### config.mk
export PLATFORM = sky130hd
export DESIGN_NAME = rr_mux_arbiter
export DESIGN_NICKNAME = d
export VERILOG_FILES = /design/src/rtl/rr_mux_arbiter_pkg.sv /design/src/rtl/rr_mux_arbiter_ymux.sv /design/src/rtl/rr_mux_arbiter.sv
export SDC_FILE = /design/constraint.sdc
export NUM_CORES = 1
export LEC_CHECK = 0
export BUFFER_PORTS_ARGS = -buffer_cell sky130_fd_sc_hd__buf_2
export CAP_MARGIN = 20
export CORE_MARGIN = 2
export CORE_UTILIZATION = 41
export CTS_BUF_LIST = sky130_fd_sc_hd__clkbuf_4 sky130_fd_sc_hd__clkbuf_8
export DETAILED_ROUTE_END_ITERATION = 10
export PLACE_DENSITY = 0.86
export SLEW_MARGIN = 40
export SYNTH_ARGS = -nofsm -noshare
export SYNTH_HDL_FRONTEND = slang
export SYNTH_SLANG_ARGS = --single-unit
### constraint.sdc
create_clock -name clk -period 1.9 [get_ports clk]
set_input_delay 0.19 -clock clk [delete_from_list [all_inputs] [get_ports clk]]
set_output_delay 0.19 -clock clk [all_outputs]
set_load 0.01 [all_outputs]
### src/rtl/rr_mux_arbiter_pkg.sv
// Shared source indices, state encodings and round-robin helper for rr_mux_arbiter.
package rr_mux_arbiter_pkg;

    localparam logic [1:0] SRC0 = 2'd0;
    localparam logic [1:0] SRC1 = 2'd1;
    localparam logic [1:0] SRC2 = 2'd2;
    localparam logic [1:0] SRC3 = 2'd3;
    localparam int unsigned NUM_SRC = 4;

    // Output stage occupancy; the encoding doubles as out_valid.
    typedef enum logic {
        EMPTY = 1'b0,
        FULL  = 1'b1
    } state_t;

    // First requester found scanning ptr, ptr+1, ptr+2, ptr+3 (2-bit wrap).
    // Scanning from the far end down lets the nearest hit overwrite the others.
    function automatic logic [1:0] rr_pick(input logic [3:0] req, input logic [1:0] ptr);
        logic [1:0] idx;
        rr_pick = ptr;
        for (int unsigned k = NUM_SRC; k > 0; k--) begin
            idx = ptr + 2'(k - 1);
            if (req[idx]) begin
                rr_pick = idx;
            end
        end
    endfunction

endpackage

### src/rtl/rr_mux_arbiter_ymux.sv
// Shared 4-to-1 word multiplexer, SIZE bits wide, select c.
module yMux4to1
    import rr_mux_arbiter_pkg::*;
#(
    parameter int SIZE = 32
) (
    output logic [SIZE-1:0] z,
    input  logic [SIZE-1:0] a0,
    input  logic [SIZE-1:0] a1,
    input  logic [SIZE-1:0] a2,
    input  logic [SIZE-1:0] a3,
    input  logic [1:0]      c
);

    always_comb begin
        z = '0;
        unique case (c)
            SRC0: z = a0;
            SRC1: z = a1;
            SRC2: z = a2;
            SRC3: z = a3;
            default: z = '0;
        endcase
    end

endmodule

### src/rtl/rr_mux_arbiter.sv
// Round-robin arbiter driving the shared yMux4to1, with a one-deep valid/ready output stage.
module rr_mux_arbiter
    import rr_mux_arbiter_pkg::*;
#(
    parameter int SIZE  = 32,
    parameter int CNT_W = 16
) (
    input  logic             clk,
    input  logic             reset,
    input  logic [3:0]       req,
    input  logic [SIZE-1:0]  d0,
    input  logic [SIZE-1:0]  d1,
    input  logic [SIZE-1:0]  d2,
    input  logic [SIZE-1:0]  d3,
    input  logic             out_ready,
    output logic [3:0]       gnt,
    output logic [1:0]       sel,
    output logic             out_valid,
    output logic [SIZE-1:0]  out_data,
    output logic [1:0]       out_src,
    output logic [CNT_W-1:0] xfer_cnt
);

    state_t          state, state_next;
    logic [1:0]      ptr;
    logic [1:0]      sel_q;
    logic [1:0]      winner;
    logic            accept;
    logic [SIZE-1:0] mux_out;

    assign out_valid = (state == FULL);
    assign winner    = rr_pick(req, ptr);

    // Reset gating keeps gnt quiet while reset is held, even though reset is async.
    always_comb begin
        accept = 1'b0;
        gnt    = '0;
        sel    = sel_q;
        if (!reset && (|req) && (!out_valid || out_ready)) begin
            accept = 1'b1;
            gnt    = 4'b0001 << winner;
            sel    = winner;
        end
    end

    always_comb begin
        state_next = state;
        if (accept) begin
            state_next = FULL;
        end else if (out_valid && out_ready) begin
            state_next = EMPTY;
        end
    end

    yMux4to1 #(.SIZE(SIZE)) u_mux (
        .z  (mux_out),
        .a0 (d0),
        .a1 (d1),
        .a2 (d2),
        .a3 (d3),
        .c  (sel)
    );

    always_ff @(posedge clk or posedge reset) begin
        if (reset) begin
            state <= EMPTY;
        end else begin
            state <= state_next;
        end
    end

    always_ff @(posedge clk or posedge reset) begin
        if (reset) begin
            out_data <= '0;
            out_src  <= SRC0;
            ptr      <= SRC0;
            sel_q    <= SRC0;
        end else if (accept) begin
            out_data <= mux_out;
            out_src  <= winner;
            ptr      <= winner + 2'd1;
            sel_q    <= winner;
        end
    end

    always_ff @(posedge clk or posedge reset) begin
        if (reset) begin
            xfer_cnt <= '0;
        end else if (out_valid && out_ready) begin
            xfer_cnt <= xfer_cnt + CNT_W'(1);
        end
    end

endmodule

==> flow_metrics.py <==
metrics = {
    "layout": {
        "multi_input_area_mm2": 0.00182,
        "area_growth_syn_to_layout_pct": 46.0,
        "regArea_mm2": 0.00133,
        "antenna_cells": 0,
        "final_core_util_pct": 61.5,
        "drive_gt1_share_pct": 55.7,
        "final_nets": 629,
        "filler_cell_count": 643,
    },
    "detailed_routing": {
        "route.detailed.drc": 0,
        "via_per_inst": 5.12,
        "vias": 3033,
        "ant_nets": 0,
        "wire_per_inst_um": 15.8,
        "drt_iter0_markers": 79,
        "dr.pass1.iters": 4,
        "wirelength_um": 9370,
    },
    "flow_run": {
        "max_cap_viol_count": 0,
    },
    "placed_design": {
        "io_buffers": 191,
        "gp_congestion": 0.764,
        "pre_cts_slack_ps": -48.0,
        "hpwl_um": 6960,
    },
    "synthesis": {
        "yosysUniqueCellTypes": 36,
        "ys.warnings.count": 0,
        "synth_nets": 424,
        "synth_seq_cells": 53,
        "synthesis.area_mm2": 0.00326,
        "synthCells": 284,
        "ys_seq_area_share_pct": 40.7,
        "avgSynthCellArea_um2": 11.5,
    },
    "timing": {
        "hold-worst-slack_ps": 205,
        "finClkSkew_ps": 6.07,
        "setup_ws_ps": -250,
        "worst_pin_slew_ps": 545,
        "setup_viol": 38,
        "fin_crit_sh_pct": 113,
        "final_hold_viol_count": 0,
        "setup-tns-final_ps": -5000,
        "fmax_mhz": 465,
        "rsz0062_at_grt": "true",
        "slew_violations": 0,
        "relSlewSlack_pct": 63.6,
        "period_minus_slack_ps": 2150,
    },
    "status": {
        "violations": "setup timing",
        "status": "complete, but fails checks",
    },
    "power_and_ir_drop": {
        "totalPowerFinal_uw": 5620,
        "p_switching_uw": 2120,
        "intPower_uw": 3500,
        "p_leak_uw": 0.00241,
        "power_frac_comb_pct": 53.9,
        "power.share.switching_pct": 37.7,
        "clkPwrFrac_pct": 14.0,
        "p_per_area_mw_per_mm2": 1180,
        "seqPwrFrac_pct": 32.1,
        "vdd_drop_max_mv": 0.745,
    },
    "floorplanning": {
        "io_pins": 192,
        "die_area_mm2": 0.00867,
        "dieHeight_um": 93.1,
        "design.core.area_mm2": 0.00773,
        "die_x_um": 93.1,
        "start_util_pct": 42.1,
        "rows": 32,
    },
    "clock_tree": {
        "htreeDepth": 2,
        "cts_max_path_buffers": 2,
        "cts_tree": "done",
        "clkSinkCount": 53,
        "root_buffer": "clkbuf_8",
        "numCtsBuffers": 5,
        "clk_pin_slew_ps": 100,
        "clk_latency_ps": 300,
    },
    "grt": {
        "grt_pass1_wl_um": 14500,
        "track_usage_pct": 21.1,
        "grt_pass1_vias": 3146,
        "overflow": 0,
        "grt_max_degree": 36,
        "antenna_found_initial": 0,
    },
    "worst_setup_path": {
        "path_cells": "and3b_1 -> or4_1 -> and2_4 -> inv_4 -> ha_1 -> and3_4 -> buf_6",
        "cp_max_fo": 6,
        "worstSetupStartpointType": "register",
        "crit_family": "simple AND/OR/NAND/NOR gates",
        "required_ps": 1710,
        "arrival_ps": 1960,
        "criticalPathCategory": "reg2out",
        "crit_buf_inv": 2,
        "critPathSlowestCell": "dfrtp_1",
        "max_stage_delay_ps": 430,
        "cp-end-kind": "output port",
    },
    "hold_path": {
        "min_path_type": "in2reg",
    },
}
Yosys cell counts (all sizes together):
cell | n | area share (%)
xor2 | 2 | 0.54
nand3 | 6 | 0.92
a21o | 2 | 0.46
or4 | 1 | 0.23
and4 | 1 | 0.27
nand4 | 2 | 0.38
a221oi | 32 | 14
or2 | 1 | 0.19
buf | 14 | 5.1
nand2 | 10 | 1.2
a21oi | 2 | 0.31
dfrtp | 53 | 41
ha | 5 | 1.9
inv | 5 | 0.58
nor2 | 42 | 4.8
and3b | 1 | 0.27
nor4 | 1 | 0.19
nand2b | 1 | 0.19
o211a | 1 | 0.31
o21ai | 4 | 0.61
xnor2 | 13 | 3.5
nor3 | 1 | 0.15
mux2i | 64 | 20
a22oi | 1 | 0.23
and2 | 4 | 0.77
nor2b | 2 | 0.38
and3 | 6 | 1.2
clkbuf | 5 | 0.58
mux2 | 1 | 0.35
and2b | 1 | 0.23
logic make-up (layout without fill, tap and decap cells):
logic type / Yosys count / in the layout / share of synthesized area, %
and+or+nand+nor: 80 / 80 / 11.3
muxes: 65 / 65 / 20.0
DFF: 53 / 53 / 40.7
AOI/OAI and AO/OA: 42 / 42 / 15.7
buffers and inverters: 24 / 230 / 6.26
xor gates and xnor gates: 15 / 15 / 4.03
adders and majority gates: 5 / 5 / 1.92
path summary, 6_finish.rpt:
path	from	to	slack (ps)	depth (start not counted)
max in group asynchronous	reset	out_valid	850	4
setup reg to reg	ptr[1]	out_data[20]	-200	7
setup / recovery	ptr[1]	gnt[2]	-250	7
hold / removal	out_ready	xfer_cnt[0]	200	3
min in group asynchronous	reset	out_data[6]	490	3
hold reg to reg	xfer_cnt[15]	xfer_cnt[15]	490	1
cells in the final DEF (no fill, tap or decap), types with 4 or more instances in the layout:
| cell type | count |
|---|---|
| buf_4 | 13 |
| mux2i_1 | 64 |
| a221oi_2 | 32 |
| nand3_1 | 6 |
| nor2_1 | 41 |
| buf_6 | 7 |
| buf_12 | 7 |
| buf_2 | 186 |
| nand2_1 | 10 |
| dfrtp_1 | 53 |
| and3_4 | 4 |
| xnor2_1 | 13 |
| ha_1 | 4 |
| clkbuf_8 | 5 |
per-stage QoR:
step | instances | cell area, um2
after CTS | 590 | 4650
after global placement | 573 | 4370
after floorplan | 284 | 3270
after detailed placement | 573 | 4370
final | 592 | 4750
after global routing | 592 | 4750
what timing repair did:
item / in CTS / in global routing
cloned: 2 / 1
pin swaps: 8 / 9
buffers inserted: 7 / 1
endpoints found under the setup margin: 17 / 38
hold endpoints to repair: 23 / 0
resized for setup: 9 / 15
hold buffers: 1 / 0
registers in the layout (all words and copies together), names as in the netlist:
name / cells
out_data: 32
out_valid: 1
ptr: 2
sel_q: 2
xfer_cnt: 16
final cells by class:
class	count	area share (%)
Sequential cell	53	27.9
Clock inverter	2	0.816
Tap cell	102	2.68
Multi-Input combinational cell	207	38.3
Inverter	5	0.447
Timing Repair Buffer	217	28.2
Clock buffer	6	1.61
power groups by stage:
stage	combinational [uW]	sequential [uW]	clock, uW
after global placement	2590	1800	0
after global routing	3260	1850	875
after floorplan	1630	2000	0
after CTS	2930	1800	814
final	3030	1810	787
after detailed placement	2690	1820	0
layer usage:
metal  GRT usage (%)  wire length [um]  vias to the layer above
li1                -                 -                     1451
met1            23.5              3470                     1450
met2            39.9              5140                      118
met3            4.67               629                       14
met4            6.25               128                        0
met5               0                 0                        -
worst min-delay path, cell delays in order:
cell and delay (ps):
buf_2 120, nand2_1 100, xnor2_1 70
Note: power is estimated with default switching activity, not from simulation.
